## src/rtl/wb_seg7_scan.sv

```systemverilog
// Wishbone-controlled scanner for an 8-digit multiplexed 7-segment hex display.
// Registers: DATA (one nibble per digit), CTRL (digit mask + blank), SCAN_DIV (clocks per digit).
module wb_seg7_scan #(
  parameter logic [15:0] DIV_RST = 16'd5000
) (
  input  logic        wb_clk_i,
  input  logic        wb_rstn_i,
  input  logic        wb_cyc_i,
  input  logic        wb_stb_i,
  input  logic        wb_we_i,
  input  logic [31:0] wb_adr_i,
  input  logic [31:0] wb_dat_i,
  input  logic [3:0]  wb_sel_i,
  output logic [31:0] wb_dat_o,
  output logic        wb_ack_o,
  output logic [7:0]  num_csn,
  output logic [6:0]  num_a_g
);

  localparam logic [1:0] ADR_DATA = 2'd0;
  localparam logic [1:0] ADR_CTRL = 2'd1;
  localparam logic [1:0] ADR_DIV  = 2'd2;

  // Bus handshake: wb_cyc_i & wb_stb_i is the request; wb_ack_o answers one cycle
  // later for exactly one cycle. A held strobe is treated as back-to-back requests,
  // so ack toggles every second cycle. Writes land on the edge that raises ack.

  logic [31:0] data_q;
  logic [8:0]  ctrl_q;
  logic [15:0] div_q;
  logic [15:0] cnt_q;
  logic [2:0]  idx_q;

  logic        req;
  logic        wr_en;
  logic [1:0]  reg_sel;
  logic        div_touch;
  logic [31:0] data_wr;
  logic [8:0]  ctrl_wr;
  logic [15:0] div_wr;
  logic [31:0] rd_data;
  logic [15:0] scan_max;
  logic        lit;
  logic [3:0]  nib;
  logic [6:0]  glyph;
  logic        unused_adr;

  assign req       = wb_cyc_i & wb_stb_i & ~wb_ack_o;
  assign wr_en     = req & wb_we_i;
  assign reg_sel   = wb_adr_i[3:2];
  assign div_touch = wr_en & (reg_sel == ADR_DIV) & (|wb_sel_i[1:0]);
  assign unused_adr = &{1'b0, wb_adr_i[31:4], wb_adr_i[1:0]};

  // Byte-lane merge of write data into each register.
  always_comb begin
    data_wr = data_q;
    for (int b = 0; b < 4; b++) begin
      if (wb_sel_i[b]) data_wr[8*b +: 8] = wb_dat_i[8*b +: 8];
    end
    ctrl_wr = {(wb_sel_i[1] ? wb_dat_i[8] : ctrl_q[8]),
               (wb_sel_i[0] ? wb_dat_i[7:0] : ctrl_q[7:0])};
    div_wr  = {(wb_sel_i[1] ? wb_dat_i[15:8] : div_q[15:8]),
               (wb_sel_i[0] ? wb_dat_i[7:0] : div_q[7:0])};
  end

  always_comb begin
    rd_data = 32'd0;
    case (reg_sel)
      ADR_DATA: rd_data = data_q;
      ADR_CTRL: rd_data = {23'd0, ctrl_q};
      ADR_DIV:  rd_data = {16'd0, div_q};
      default:  rd_data = 32'd0;
    endcase
  end

  always_ff @(posedge wb_clk_i or negedge wb_rstn_i) begin
    if (!wb_rstn_i) begin
      wb_ack_o <= 1'b0;
      wb_dat_o <= 32'd0;
    end else begin
      wb_ack_o <= req;
      wb_dat_o <= (req & ~wb_we_i) ? rd_data : 32'd0;
    end
  end

  always_ff @(posedge wb_clk_i or negedge wb_rstn_i) begin
    if (!wb_rstn_i) begin
      data_q <= 32'd0;
      ctrl_q <= 9'h0FF;
      div_q  <= DIV_RST;
    end else if (wr_en) begin
      case (reg_sel)
        ADR_DATA: data_q <= data_wr;
        ADR_CTRL: ctrl_q <= ctrl_wr;
        ADR_DIV:  div_q  <= div_wr;
        default:  ;
      endcase
    end
  end

  // Divider values 0 and 1 both mean "advance every clock".
  assign scan_max = (div_q <= 16'd1) ? 16'd0 : (div_q - 16'd1);

  always_ff @(posedge wb_clk_i or negedge wb_rstn_i) begin
    if (!wb_rstn_i) begin
      cnt_q <= 16'd0;
      idx_q <= 3'd0;
    end else if (div_touch) begin
      cnt_q <= 16'd0;
    end else if (cnt_q == scan_max) begin
      cnt_q <= 16'd0;
      idx_q <= idx_q + 3'd1;
    end else begin
      cnt_q <= cnt_q + 16'd1;
    end
  end

  assign lit = ctrl_q[idx_q] & ~ctrl_q[8];
  assign nib = data_q[{idx_q, 2'b00} +: 4];

  // Active-low segments, bit6 = a ... bit0 = g.
  always_comb begin
    glyph = 7'h7F;
    case (nib)
      4'h0: glyph = 7'b0000001;
      4'h1: glyph = 7'b1001111;
      4'h2: glyph = 7'b0010010;
      4'h3: glyph = 7'b0000110;
      4'h4: glyph = 7'b1001100;
      4'h5: glyph = 7'b0100100;
      4'h6: glyph = 7'b0100000;
      4'h7: glyph = 7'b0001111;
      4'h8: glyph = 7'b0000000;
      4'h9: glyph = 7'b0000100;
      4'hA: glyph = 7'b0001000;
      4'hB: glyph = 7'b1100000;
      4'hC: glyph = 7'b0110001;
      4'hD: glyph = 7'b1000010;
      4'hE: glyph = 7'b0110000;
      default: glyph = 7'b0111000;
    endcase
  end

  always_ff @(posedge wb_clk_i or negedge wb_rstn_i) begin
    if (!wb_rstn_i) begin
      num_csn <= 8'hFF;
      num_a_g <= 7'h7F;
    end else begin
      num_csn <= lit ? ~(8'd1 << idx_q) : 8'hFF;
      num_a_g <= lit ? glyph : 7'h7F;
    end
  end

endmodule

```

## config.mk

```make
export PLATFORM = sky130hd
export DESIGN_NAME = wb_seg7_scan
export DESIGN_NICKNAME = d
export VERILOG_FILES = /design/src/rtl/wb_seg7_scan.sv
export SDC_FILE = /design/constraint.sdc
export NUM_CORES = 1
export LEC_CHECK = 0
export BUFFER_PORTS_ARGS = -buffer_cell sky130_fd_sc_hd__buf_2
export CELL_PAD_IN_SITES_DETAIL_PLACEMENT = 0
export CELL_PAD_IN_SITES_GLOBAL_PLACEMENT = 2
export CORE_MARGIN = 1
export CORE_UTILIZATION = 36
export DETAILED_ROUTE_END_ITERATION = 16
export MAX_ROUTING_LAYER = met4
export PLACE_DENSITY_LB_ADDON = 0.12
export SETUP_SLACK_MARGIN = 0.05
export SYNTH_ARGS = -nofsm -noshare
export SYNTH_HDL_FRONTEND = slang
export SYNTH_SLANG_ARGS = --single-unit
```

## constraint.sdc

```tcl
create_clock -name wb_clk_i -period 4.1 [get_ports wb_clk_i]
set_input_delay 0.41 -clock wb_clk_i [delete_from_list [all_inputs] [get_ports wb_clk_i]]
set_output_delay 0.41 -clock wb_clk_i [all_outputs]
set_load 0.05 [all_outputs]
```

**Word-level counts from Yosys, hierarchy flattened**

Memory sizes are Yosys's and may differ from the RTL's.
Cells that the tools add are included.

- Register bits after elaboration: 124
- ROM bits: 112
- Bits of input ports: 73
- Output and inout port bits: 48
- Logic and storage cells: 57
- Memories: 1

Memory list:

| memory | depth | bits a word | read ports | clocked after Yosys merged registers in | write ports | line | text |
|---|---|---|---|---|---|---|---|
| (name not given) | 16 | 7 | 1 | 0 | 0 | 124 | `case (nib)` |

- Add/sub/neg operators: 3
- $lt $le $gt $ge: 2
- Equality and inequality tests: 3
- Shifts and indexed selects: 2
- Multiplexer cells: 9
- Bitwise gates (word level): 12
- Reduce and logical (&&, ||, !) cells: 11

Operator list:

| operator | number |
|---|---|
| $pmux 32 s3 | 1 |
| $mux 16 | 3 |
| $mux 32 | 1 |
| $shiftx 32x6->4 | 1 |
| $reduce_and 3->1 | 8 |
| $add 16x1->16 const B | 1 |
| $eq 16x16->1 | 1 |
| $le 16x1->1 const B | 1 |
| $sub 16x1->16 const B | 1 |
| $mux 8 | 1 |
| $not 8->8 | 1 |
| $shl 1x3->8 const A | 1 |
| $and 1x1->1 | 7 |
| $mux 7 | 1 |
| $lt 3x5->1 const B | 1 |
| $not 1->1 | 4 |
| $add 3x1->3 const B | 1 |
| $bmux 1 s3 | 1 |
| $eq 2x1->1 const B | 1 |
| $eq 2x2->1 const B | 1 |
| $logic_not 2->1 | 1 |
| $reduce_and 2->1 | 1 |
| $reduce_or 2->1 | 1 |
| $mux 1 | 1 |

**Logic depth before layout (Yosys ltp)**

- Depth after elaboration: 7
- Gate-level depth with buffers: 10
- Depth with buffers taken out: 9

**Worst setup path after synthesis**

No wires, ideal clock.

- Path kind: flip-flop to flip-flop
- Start point: register div_q[0]
- End point: register idx_q[1]
- Setup time: 0.128 ns
- Arrival time: 2.932 ns
- Data required time: 3.972 ns
- Setup slack: 1.041 ns
- Cell stages (with the launch flop): 10
- Path buffers: 0
- Clock period less this slack: 3.059 ns
- Cell sequence: dfrtp_1 inv_1 ha_1 or3b_1 or3_1 o21ai_1 xor2_1 or4_1 nor4_4 mux2_1

- Cells in the longest elaborated chain, start to end: 4
- Elaborated cells between the ends (all ways): 5
- Those cells by class: 1 x add/sub; 1 x order compare; 1 x eq/ne; 1 x mux; 1 x reduce/logical

RTL lines:

| item | line | text |
|---|---|---|
| from (decl) | 30 | `logic [15:0] div_q;` |
| from (signal assigned) | 95 | `ADR_DIV: div_q <= div_wr;` |
| $sub 16x1->16 / $le 16x1->1 (equally long branches) | 102 | `assign scan_max = (div_q <= 16'd1) ? 16'd0 : (div_q - 16'd1);` |
| $mux 16 (*) | 102 |  |
| $eq 16x16->1 (*) | 110 | `end else if (cnt_q == scan_max) begin` |
| $reduce_and 2->1 (no line) (*) | - |  |
| to (signal assigned) | 112 | `idx_q <= idx_q + 3'd1;` |
| to (decl) | 32 | `logic [2:0] idx_q;` |

Mark *: on every way between the ends. The rest lies on a longest branch, timed or not.
A chain may end at the register's enable or synchronous reset.

**Worst setup path after layout**

- Start point: register div_q[1]
- End point: register idx_q[1]

The elaborated chain is that of the path after synthesis.

==> impl_table.tex <==
\begin{tabular}{lr}
\hline
Metric & Value \\
\hline
\multicolumn{2}{l}{\textbf{Synth}} \\
\quad Main area contributors after synthesis & sky130\_fd\_sc\_hd\_\_dfrtp\_1, sky130\_fd\_sc\_hd\_\_dfstp\_2, sky130\_fd\_sc\_hd\_\_mux2\_2 \\
\quad Simple-gate area share of the yosys netlist & 16.14\% \\
\quad Net count after synthesis & 629 \\
\quad Number of synthesized register bits & 124 \\
\quad Xor/xnor share of the synthesized area & 3.901\% \\
\quad Gate Count Post-Synth & 541 \\
\quad Fraction of post-synthesis cell area in the top cell type by area & 38.22\% \\
\quad Count of synthesis-stage warnings from yosys & 0 \\
\quad Fraction of the mapped netlist area in compound gates & 6.210\% \\
\quad Mean area per synthesized cell & 11.62 um\^{}2 \\
\quad Proportion of synthesized chip area in sequential cells & 49.92\% \\
\quad Async SR Flop Fraction & 100.0\% \\
\quad Post-synth EDFFs & 0 \\
\quad Arithmetic-cell share of the synthesized area counting full adders, half adders and majority gates & 2.986\% \\
\quad Library cells used by synthesis & 60 \\
\quad Largest area contributor in the synthesized netlist & sky130\_fd\_sc\_hd\_\_dfrtp\_1 \\
\quad Fraction of synthesized area in multiplexers & 18.61\% \\
\quad Predominant post-synthesis flop cell & sky130\_fd\_sc\_hd\_\_dfrtp\_1 \\
\quad Largest family of logic cells by synthesized area & multiplexers \\
\quad Post-synthesis cell area & 0.006286 mm\^{}2 \\
\multicolumn{2}{l}{\textbf{Final layout}} \\
\quad Util after Layout & 44.69\% \\
\quad Leading cell type in the layout, fill and taps excluded & sky130\_fd\_sc\_hd\_\_dfrtp\_1 \\
\quad Area growth syn-to-layout & 19.57\% \\
\quad Layout cell share with drive strength beyond 1 & 36.96\% \\
\quad Most used cells in the layout excluding fill and tap cells & sky130\_fd\_sc\_hd\_\_dfrtp\_1, sky130\_fd\_sc\_hd\_\_buf\_2, sky130\_fd\_sc\_hd\_\_mux2\_2 \\
\quad Total Nets Final & 719 \\
\quad Antenna diode count & 0 \\
\multicolumn{2}{l}{\textbf{Place}} \\
\quad Weighted congestion reported at the end of routability-driven placement & 0.8207 \\
\quad Worst slack after detailed placement & 0.5669 ns \\
\quad DP HPWL & 11.50 mm \\
\quad Count of port buffers added during placement & 90 \\
\multicolumn{2}{l}{\textbf{Floorplan}} \\
\quad Number of placement rows & 47 \\
\quad Chip Height & 134.1 um \\
\quad Floorplan die area & 0.01799 mm\^{}2 \\
\quad Starting Density & 37.38\% \\
\quad Number of top-level pins & 121 \\
\quad Chip Width & 134.1 um \\
\quad Standard cell core area & 0.01682 mm\^{}2 \\
\multicolumn{2}{l}{\textbf{Detailed routing}} \\
\quad Number of detailed-routing iterations run before antenna repair & 4 \\
\quad Remaining antenna violation count & 0 \\
\quad DRC violation total after the first TritonRoute iteration & 212 \\
\quad Total wire length & 15.65 mm \\
\quad Average wire length per cell after detail routing & 18.12 um \\
\quad Residual DRC & 0 \\
\quad Post-detailed-route via-to-cell ratio & 5.127 \\
\quad Via count of the routed design & 4430 \\
\multicolumn{2}{l}{\textbf{Global route}} \\
\quad Congestion Overflow GR & 0 \\
\quad GR Util All Layers & 19.18\% \\
\quad Vias in the first global route & 4491 \\
\quad Maximum number of pins on one net before global-route repair & 72 \\
\quad Initial antenna violation count & 0 \\
\quad Global-route wire length before repair & 25.24 mm \\
\multicolumn{2}{l}{\textbf{Clocking}} \\
\quad Clk sinks & 124 \\
\quad Maximum buffer depth of the clock tree & 2 \\
\quad Total CTS buffers & 17 \\
\quad Clock tree from TritonCTS & built \\
\quad Clock latency on the worst-skew pair & 0.42 ns \\
\quad Hold-fix buffers, CTS & 0 \\
\quad CTS HTree Levels & 4 \\
\quad CTS clock-pin slew for the worst setup and hold paths & 0.05 ns \\
\quad Post-CTS resize count & 0 \\
\quad Post-CTS repair timing setup buffer count & 0 \\
\quad Clk Tree Root Cell & sky130\_fd\_sc\_hd\_\_clkbuf\_16 \\
\multicolumn{2}{l}{\textbf{Setup path}} \\
\quad Required time of the critical path & 4.39 ns \\
\quad Category of the critical setup timing path & reg2reg \\
\quad Data arrival at the endpoint of the critical path & 3.80 ns \\
\quad Setup crit start kind & register \\
\quad Endpoint class of the critical path & register \\
\quad Largest driver fanout on the critical path & 8 \\
\multicolumn{2}{l}{\textbf{Timing}} \\
\quad Final critical-path share of the clock period & 85.64\% \\
\quad Final worst slack & 0.5886 ns \\
\quad Total negative setup slack & 0 ns \\
\quad Highest attainable clock frequency & 0.2848 GHz \\
\quad Max-slew violation total from the final report & 0 \\
\quad Slew HR & 35.79\% \\
\quad Clock skew & 0.01350 ns \\
\quad Final-report hold violation count & 0 \\
\quad Unrepaired setup endpoints after global routing & no \\
\quad Number of endpoints failing setup at the final stage & 0 \\
\quad Fin crit period & 3.511 ns \\
\quad Actual transition at the worst max-transition pin & 0.9364 ns \\
\multicolumn{2}{l}{\textbf{Power and ir drop}} \\
\quad Fraction of power consumed by sequential logic & 41.6\% \\
\quad VDD IR-drop max & 320.2 uV \\
\quad Internal power consumption & 2.781 mW \\
\quad Clock group share of total power & 33.7\% \\
\quad Power per unit of standard cell area & 555.3 mW/mm\^{}2 \\
\quad Switch share & 33.37\% \\
\quad Fraction of power consumed by combinational cells & 24.7\% \\
\quad Leakage & 3.455 nW \\
\quad Net switching component of the power & 1.393 mW \\
\quad Design Power & 4.173 mW \\
\multicolumn{2}{l}{\textbf{Worst hold path}} \\
\quad HP Class & in2async \\
\multicolumn{2}{l}{\textbf{Job}} \\
\quad Max\_cap viols & 0 \\
\multicolumn{2}{l}{\textbf{Status}} \\
\quad Outcome & finished clean \\
\hline
\end{tabular}
-- cell usage after synthesis (all sizes together) (4+ instances only) --
cell type and instances:
and2 18, and3 6, buf 7, o221ai 5, xor2 17, dfrtp 96, mux4 10, nand2b 5
nand2 42, nor2 43, inv 8, ha 15, o21ai 10, nor4 7, mux2 59, clkbuf 19
nor2b 4, nand3 10, a21oi 17, dfstp 28, or4 4, nand4 11, xnor2 11, mux2i 28
nor3 26
-- final cells by class --
cell class / instances / area, um^2
inverters: 9 / 33.78
multi-input cells: 382 / 3008
well taps: 220 / 275.3
repair buffers: 97 / 505.5
clock buffers: 22 / 464.2
flip-flops and latches: 124 / 3138
fillers: 1634 / 9303
clock inverters: 10 / 91.34
-- path summary, 6_finish.rpt --
check | startpoint | end | slack, ns | cells past startpoint
setup / recovery | div_q[1] | idx_q[1] | 0.59 | 9
hold / removal | wb_rstn_i | wb_dat_o[2] | 0.13 | 1
setup reg to reg | div_q[1] | idx_q[1] | 0.59 | 9
hold reg to reg | wb_ack_o | wb_ack_o | 0.47 | 1
max in group asynchronous | wb_rstn_i | div_q[7] | 2.99 | 2
min in group wb_clk_i | wb_dat_i[26] | data_q[26] | 0.23 | 2
-- through the flow --
step           std cells  cell area, um^2  hold WS, ns
2_1_floorplan        541             6286       0.1144
3_3_place_gp         832             6960       0.4619
3_5_place_dp         832             6960       0.4646
4_1_cts              864             7516       0.1597
5_1_grt              864             7516       0.1863
6_report             864             7516       0.1313
-- power groups by stage --
| stage | registers (mW) | clock network (mW) | logic (mW) |
|---|---|---|---|
| floorplan | 1.68 | 0 | 0.799 |
| global placement | 1.75 | 0 | 1.02 |
| detailed placement | 1.76 | 0 | 1.03 |
| CTS | 1.74 | 1.45 | 1.04 |
| global route | 1.77 | 1.51 | 1.14 |
| finish | 1.74 | 1.41 | 1.03 |
-- kinds of logic after synthesis --
family	after synthesis
xor gates and xnor gates	28
AOI/OAI and AO/OA	55
muxes	97
DFF	124
buffers and inverters	35
and+or+nand+nor	187
adders and majority gates	15
-- worst max-delay path: stages (launching register included) --
cell and delay, ns:
sky130_fd_sc_hd__dfrtp_1 0.43, sky130_fd_sc_hd__inv_1 0.11, sky130_fd_sc_hd__ha_1 0.29, sky130_fd_sc_hd__or3b_1 0.45
sky130_fd_sc_hd__or3_1 0.33, sky130_fd_sc_hd__o21ai_1 0.22, sky130_fd_sc_hd__xor2_1 0.10, sky130_fd_sc_hd__or4_1 0.63
sky130_fd_sc_hd__nor4_4 0.45, sky130_fd_sc_hd__mux2_1 0.36
-- per-layer routing --
metal  share of wire (%)  routed length [um]  GRT usage (%)
met3                 3.6                 559          3.666
met4                 1.1                 176          5.431
met2                  48                7442          29.42
met1                  48                7475          25.91
met5                   0                   0              -
-- registers in the layout, summed over array words and instances (netlist names) --
register  flops
data_q       32
num_a_g       7
num_csn       8
wb_ack_o      1
idx_q         3
div_q        16
ctrl_q        9
wb_dat_o     32
cnt_q        16
Note: power is estimated with default switching activity, not from simulation.
